`src/rtl/network_request_injector.sv`:
```
// network_request_injector: buffers host read/write requests and serialises
// them as single-cycle flits onto a mesh Node input port; one read in flight.
//
// Ports:
//   clk, reset (async, active-low)
//   localRouterAddress   : requester id stamped on every flit
//   reqValid/reqReady    : host request handshake (reqReady = !full)
//   reqWrite/reqAddress/reqData : request payload
//   respValid/respData/respError : read completion pulse (error = timeout)
//   busy                 : FIFO non-empty or FSM not idle
//   *Out                 : flit towards the Node input port
//   *In                  : reply flit from the Node output port
module network_request_injector #(
  parameter int FIFO_DEPTH = 4,
  parameter int TIMEOUT_CYCLES = 64,
  parameter int NETWORK_ADDRESS_WIDTH = 4,
  parameter int CACHE_BANK_ADDRESS_WIDTH = 8,
  parameter int DATA_WIDTH = 8
) (
  input  logic clk,
  input  logic reset,
  input  logic [NETWORK_ADDRESS_WIDTH-1:0] localRouterAddress,
  input  logic reqValid,
  output logic reqReady,
  input  logic reqWrite,
  input  logic [NETWORK_ADDRESS_WIDTH+CACHE_BANK_ADDRESS_WIDTH-1:0] reqAddress,
  input  logic [DATA_WIDTH-1:0] reqData,
  output logic respValid,
  output logic [DATA_WIDTH-1:0] respData,
  output logic respError,
  output logic busy,
  output logic [NETWORK_ADDRESS_WIDTH+CACHE_BANK_ADDRESS_WIDTH-1:0] destinationAddressOut,
  output logic [NETWORK_ADDRESS_WIDTH-1:0] requesterAddressOut,
  output logic readOut,
  output logic writeOut,
  output logic [DATA_WIDTH-1:0] dataOut,
  input  logic [NETWORK_ADDRESS_WIDTH+CACHE_BANK_ADDRESS_WIDTH-1:0] destinationAddressIn,
  input  logic [NETWORK_ADDRESS_WIDTH-1:0] requesterAddressIn,
  input  logic readIn,
  input  logic writeIn,
  input  logic [DATA_WIDTH-1:0] dataIn
);

  localparam int NAW = NETWORK_ADDRESS_WIDTH;
  localparam int GAW = NETWORK_ADDRESS_WIDTH + CACHE_BANK_ADDRESS_WIDTH;
  localparam int DW  = DATA_WIDTH;
  localparam int PW  = $clog2(FIFO_DEPTH);
  localparam int CW  = PW + 1;
  localparam int TW  = $clog2(TIMEOUT_CYCLES);

  localparam logic [CW-1:0] FULL = CW'(FIFO_DEPTH);
  localparam logic [TW-1:0] LAST = TW'(TIMEOUT_CYCLES - 1);

  typedef struct packed {
    logic           isWrite;
    logic [GAW-1:0] address;
    logic [DW-1:0]  data;
  } entry_t;

  typedef enum logic [1:0] {
    IDLE,
    ISSUE,
    WAIT_RESP
  } state_t;

  entry_t fifoMem [FIFO_DEPTH];
  entry_t head;
  entry_t newEntry;

  logic [PW-1:0] wrPtr;
  logic [PW-1:0] rdPtr;
  logic [CW-1:0] count;
  logic [CW-1:0] countNext;
  logic push;
  logic pop;

  state_t state;
  state_t stateNext;
  logic [TW-1:0] timer;
  logic [TW-1:0] timerNext;

  logic replyHit;
  logic timeoutHit;

  logic [GAW-1:0] destNext;
  logic [NAW-1:0] reqAddrNext;
  logic readNext;
  logic writeNext;
  logic [DW-1:0] dataNext;
  logic respValidNext;
  logic [DW-1:0] respDataNext;
  logic respErrorNext;

  // Reply destination is not needed to match a read to this requester.
  logic unusedSinks;
  assign unusedSinks = ^destinationAddressIn;

  assign push = reqValid && reqReady;
  assign head = fifoMem[rdPtr];

  assign newEntry.isWrite = reqWrite;
  assign newEntry.address = reqAddress;
  assign newEntry.data    = reqData;

  assign replyHit = readIn && !writeIn &&
                    (requesterAddressIn == localRouterAddress);
  assign timeoutHit = (timer == LAST);

  assign countNext = count + CW'(push) - CW'(pop);

  always_ff @(posedge clk) begin
    if (push) begin
      fifoMem[wrPtr] <= newEntry;
    end
  end

  always_comb begin
    stateNext     = state;
    timerNext     = timer;
    pop           = 1'b0;
    destNext      = '0;
    reqAddrNext   = '0;
    readNext      = 1'b0;
    writeNext     = 1'b0;
    dataNext      = '0;
    respValidNext = 1'b0;
    respDataNext  = '0;
    respErrorNext = 1'b0;
    unique case (state)
      IDLE: begin
        // Hold off one cycle after a completion so the
        // requester sees its response before the next flit.
        if ((count != '0) && !respValid) begin
          stateNext   = ISSUE;
          destNext    = head.address;
          reqAddrNext = localRouterAddress;
          readNext    = !head.isWrite;
          writeNext   = head.isWrite;
          dataNext    = head.isWrite ? head.data : '0;
        end
      end
      ISSUE: begin
        pop = 1'b1;
        timerNext = '0;
        if (head.isWrite) begin
          stateNext = IDLE;
        end else begin
          stateNext = WAIT_RESP;
        end
      end
      WAIT_RESP: begin
        timerNext = timer + TW'(1);
        // A reply in the terminal cycle beats the timeout.
        if (replyHit) begin
          stateNext     = IDLE;
          timerNext     = '0;
          respValidNext = 1'b1;
          respDataNext  = dataIn;
        end else if (timeoutHit) begin
          stateNext     = IDLE;
          timerNext     = '0;
          respValidNext = 1'b1;
          respErrorNext = 1'b1;
        end
      end
      default: begin
        stateNext = IDLE;
        timerNext = '0;
      end
    endcase
  end

  always_ff @(posedge clk or negedge reset) begin
    if (!reset) begin
      state                 <= IDLE;
      timer                 <= '0;
      wrPtr                 <= '0;
      rdPtr                 <= '0;
      count                 <= '0;
      reqReady              <= 1'b1;
      busy                  <= 1'b0;
      respValid             <= 1'b0;
      respData              <= '0;
      respError             <= 1'b0;
      destinationAddressOut <= '0;
      requesterAddressOut   <= '0;
      readOut               <= 1'b0;
      writeOut              <= 1'b0;
      dataOut               <= '0;
    end else begin
      state <= stateNext;
      timer <= timerNext;
      if (push) begin
        wrPtr <= wrPtr + PW'(1);
      end
      if (pop) begin
        rdPtr <= rdPtr + PW'(1);
      end
      count                 <= countNext;
      reqReady              <= (countNext != FULL);
      busy                  <= (countNext != '0) || (stateNext != IDLE);
      respValid             <= respValidNext;
      respData              <= respDataNext;
      respError             <= respErrorNext;
      destinationAddressOut <= destNext;
      requesterAddressOut   <= reqAddrNext;
      readOut               <= readNext;
      writeOut              <= writeNext;
      dataOut               <= dataNext;
    end
  end

endmodule

```
`config.mk`:
```
export PLATFORM = sky130hd
export DESIGN_NAME = network_request_injector
export DESIGN_NICKNAME = d
export VERILOG_FILES = /design/src/rtl/network_request_injector.sv
export SDC_FILE = /design/constraint.sdc
export NUM_CORES = 1
export LEC_CHECK = 0
export ABC_CLOCK_PERIOD_IN_PS = 2800
export CAP_MARGIN = 20
export CELL_PAD_IN_SITES_DETAIL_PLACEMENT = 1
export CELL_PAD_IN_SITES_GLOBAL_PLACEMENT = 1
export CORE_MARGIN = 2
export CORE_UTILIZATION = 30
export CTS_BUF_LIST = sky130_fd_sc_hd__clkbuf_2
export CTS_CLUSTER_SIZE = 10
export DETAILED_ROUTE_END_ITERATION = 10
export GPL_ROUTABILITY_DRIVEN = 0
export PLACE_DENSITY_LB_ADDON = 0.08
export SYNTH_ARGS = -nofsm -noshare
export SYNTH_HDL_FRONTEND = slang
export SYNTH_SLANG_ARGS = --single-unit
export TNS_END_PERCENT = 100
```
`constraint.sdc`:
```
create_clock -name clk -period 2.8 [get_ports clk]
set_clock_uncertainty 0.15 [all_clocks]
set_input_delay 0.7 -clock clk [delete_from_list [all_inputs] [get_ports clk]]
set_output_delay 0.7 -clock clk [all_outputs]
set_load 0.02 [all_outputs]
```
==> reports/metrics.csv <==
metric,value,unit
clock sink count,137,
antenna cells,0,
pre-CTS WS,-0.170,ns
r2r setup slk,0.45,ns
Routed Antenna Nets,0,
clk_lat worst skew,0.67,ns
post-route cell area,0.00659,sq mm
Final Hold Fails,0,
Root Driver,clkbuf_2,
"flops & latches, synth",137,
DR iter-0 viols,64,
final non-filler cell total,612,
vias in the first global route,2972,
DRC viols,0,
period utilization,91.5,%
Max stage delay on crit path,0.62,ns
critical-path cell list,clkdlybuf4s50_1,
drt total wl,10500,microns
Ys Warns,0,
die area,0.0181,sq mm
TritonRoute pass-1 iters,4,
Critical Path Start,destinationAddressOut[6],
IO buf count,79,
row cnt,47,
RSZ-0062 raised after global routing,no,
"most common cell after layout, fill and taps aside",edfxtp_1,
CTS Buffer Depth,2,
GRT overflow,0,
Crit path depth,1,
wire length per cell,17.2,microns
Tot GR Track Use,12.7,%
maxcap violations,0,
critical setup path kind,reg2out,
Setup-failing EPs final,0,
Placed Area,0.00628,sq mm
pwr/cell area,959,mW/mm^2
routed vias/inst,4.37,
dpl cells,579,
DPL Wire Length,6540,microns
Final Util,39.6,%
via count,2676,
Cells after Synth,273,
TritonCTS clock tree,yes,
initial antenna violation count,0,
Top delay family on crit path,buffers and inverters,
Worst EP arrival,1.71,ns
worst path bufs/invs,1,
htree depth,4,
Setup crit start kind,flop,
R2R cell count,8,
Worst slew margin,59.2,%
post-synth cell types,33,
Final Max Tran Viols,0,
"CTS clk-pin slew, worst paths",0.19,ns
element type at the critical path end,primary output,
Die X,135,microns
CP endpoint,destinationAddressOut[6],
CTS Buf Count,17,
core area,0.0166,sq mm
Avg Synthesized Cell Area,18.7,sq um
worst hold-check path type,reg2reg,
Slew @ Worst Pin,0.612,ns
r2r endpoint,busy,
nets,441,
min Tclk post-route,2.56,ns
sequential fraction of the synthesis area,75.2,%
status,finished clean,
Reg2Reg Launch Point,reqReady,
FMAX,390,MHz
Slowest cell on crit path,clkdlybuf4s50_1,
Die Ht,135,microns
largest net degree at the start of global routing,30,
layout cells sized above 1,19.1,%
syn_nets,335,
CP max FO,1,
synth-to-layout area growth,28.7,%
most frequent cells in the layout,"84 x edfxtp_1, 77 x clkdlybuf4s50_1, 51 x dfrtp_1, 24 x and2_1, 20 x mux4_2",
first-pass GRT wire length,16700,microns
CP required,1.95,ns
top-level port count,92,
Worst VDD drop,362,uV
initial core utilization,30.8,%
Mapped Area,0.00512,sq mm
LEAKAGE,2.51,nW
setup ws final,0.238,ns
through the flow:
stage                     total power [mW]  TNS (ns)  hold WS, ns
after floorplan                       4.16         0        0.254
after global routing                  6.73         0        0.302
after global placement                5.03    -0.114        0.350
after CTS                             6.48         0        0.317
final                                 6.32         0        0.391
after detailed placement              5.05    -0.177        0.361
metal layers:
| metal | global-route usage [%] | routed length [microns] | vias up |
|---|---|---|---|
| li1 | - | - | 1229 |
| met1 | 14.9 | 4560 | 1366 |
| met2 | 21.6 | 5350 | 66 |
| met3 | 3.87 | 459 | 15 |
| met4 | 5.09 | 168 | 0 |
| met5 | 0 | 0 | - |
where the power goes:
| part | total, mW | internal [mW] | switching [mW] |
|---|---|---|---|
| registers | 2.81 | 2.63 | 0.182 |
| clock network | 1.40 | 0.680 | 0.719 |
| logic | 2.11 | 1.04 | 1.07 |
| total | 6.32 | 4.35 | 1.97 |
registers in the layout (all words and copies together) (netlist names), 2 cells and up:
name                   count
count                      3
dataOut                    8
destinationAddressOut     12
fifoMem                   84
rdPtr                      2
requesterAddressOut        4
respData                   8
state                      2
timer                      6
wrPtr                      2
cells by family (layout without fill, tap and decap cells):
kind of cell    count (synthesis)  after routing  synth area share [%]
buf+inv                        17            136                  2.22
simple gates                   67             67                  7.46
xor+xnor                       10             10                  1.71
compound gates                 12             12                  1.76
flops                         137            137                  75.2
mux                            22             22                  9.53
fa+ha+maj                       8              8                  2.10
worst min-delay path by stage:
| stage | start | endpoint | slack (ns) | cells past startpoint |
|---|---|---|---|---|
| floorplan | reset | busy | 0.25 | 0 |
| global placement | timer[0] | timer[0] | 0.35 | 1 |
| detailed placement | timer[2] | timer[2] | 0.36 | 1 |
| CTS | dataIn[7] | respData[7] | 0.32 | 2 |
| global route | dataIn[7] | respData[7] | 0.30 | 2 |
| finish | timer[0] | timer[0] | 0.39 | 1 |
cell usage after synthesis:
cell,number,area (sq um)
or2b_4,1,11.3
xnor2_1,5,43.8
o21ai_0,1,5.00
mux2_2,1,11.3
buf_1,2,7.51
and2_1,24,150
a21oi_1,1,5.00
nand2b_1,4,25.0
o21ai_1,3,15.0
ha_1,7,87.6
buf_6,6,67.6
o22ai_1,2,12.5
fa_1,1,20.0
mux4_2,20,450
o2111ai_2,1,15.0
nand2_1,11,41.3
mux4_1,1,26.3
dfrtp_1,52,1300
o211ai_2,1,12.5
nor3_1,3,15.0
clkinv_4,1,8.76
xor2_1,5,43.8
inv_1,8,30.0
dfstp_2,1,26.3
or4_4,1,11.3
nor2_1,6,22.5
o2bb2ai_1,2,17.5
nor3b_1,1,7.51
edfxtp_1,84,2520
and3_1,13,81.3
a21o_1,1,7.51
nand3_1,2,10.0
or3_1,1,6.26
layout make-up:
type                    instances  area [sq um]
clock buffers                  19          95.1
multi-input cells             119          1150
repair buffers                 95           970
inverters                       9          38.8
flip-flops and latches        137          3850
well taps                     220           275
clock inverters                13           201
fillers                      1682         10100
what timing repair did:
action / CTS / global route
hold endpoints to repair: 23 / 0
setup endpoints to repair: 1 / 0
resized for setup: 1 / 0
buffers inserted: 0 / 0
hold buffers: 1 / 0
Power figures use the tool's default switching activity.
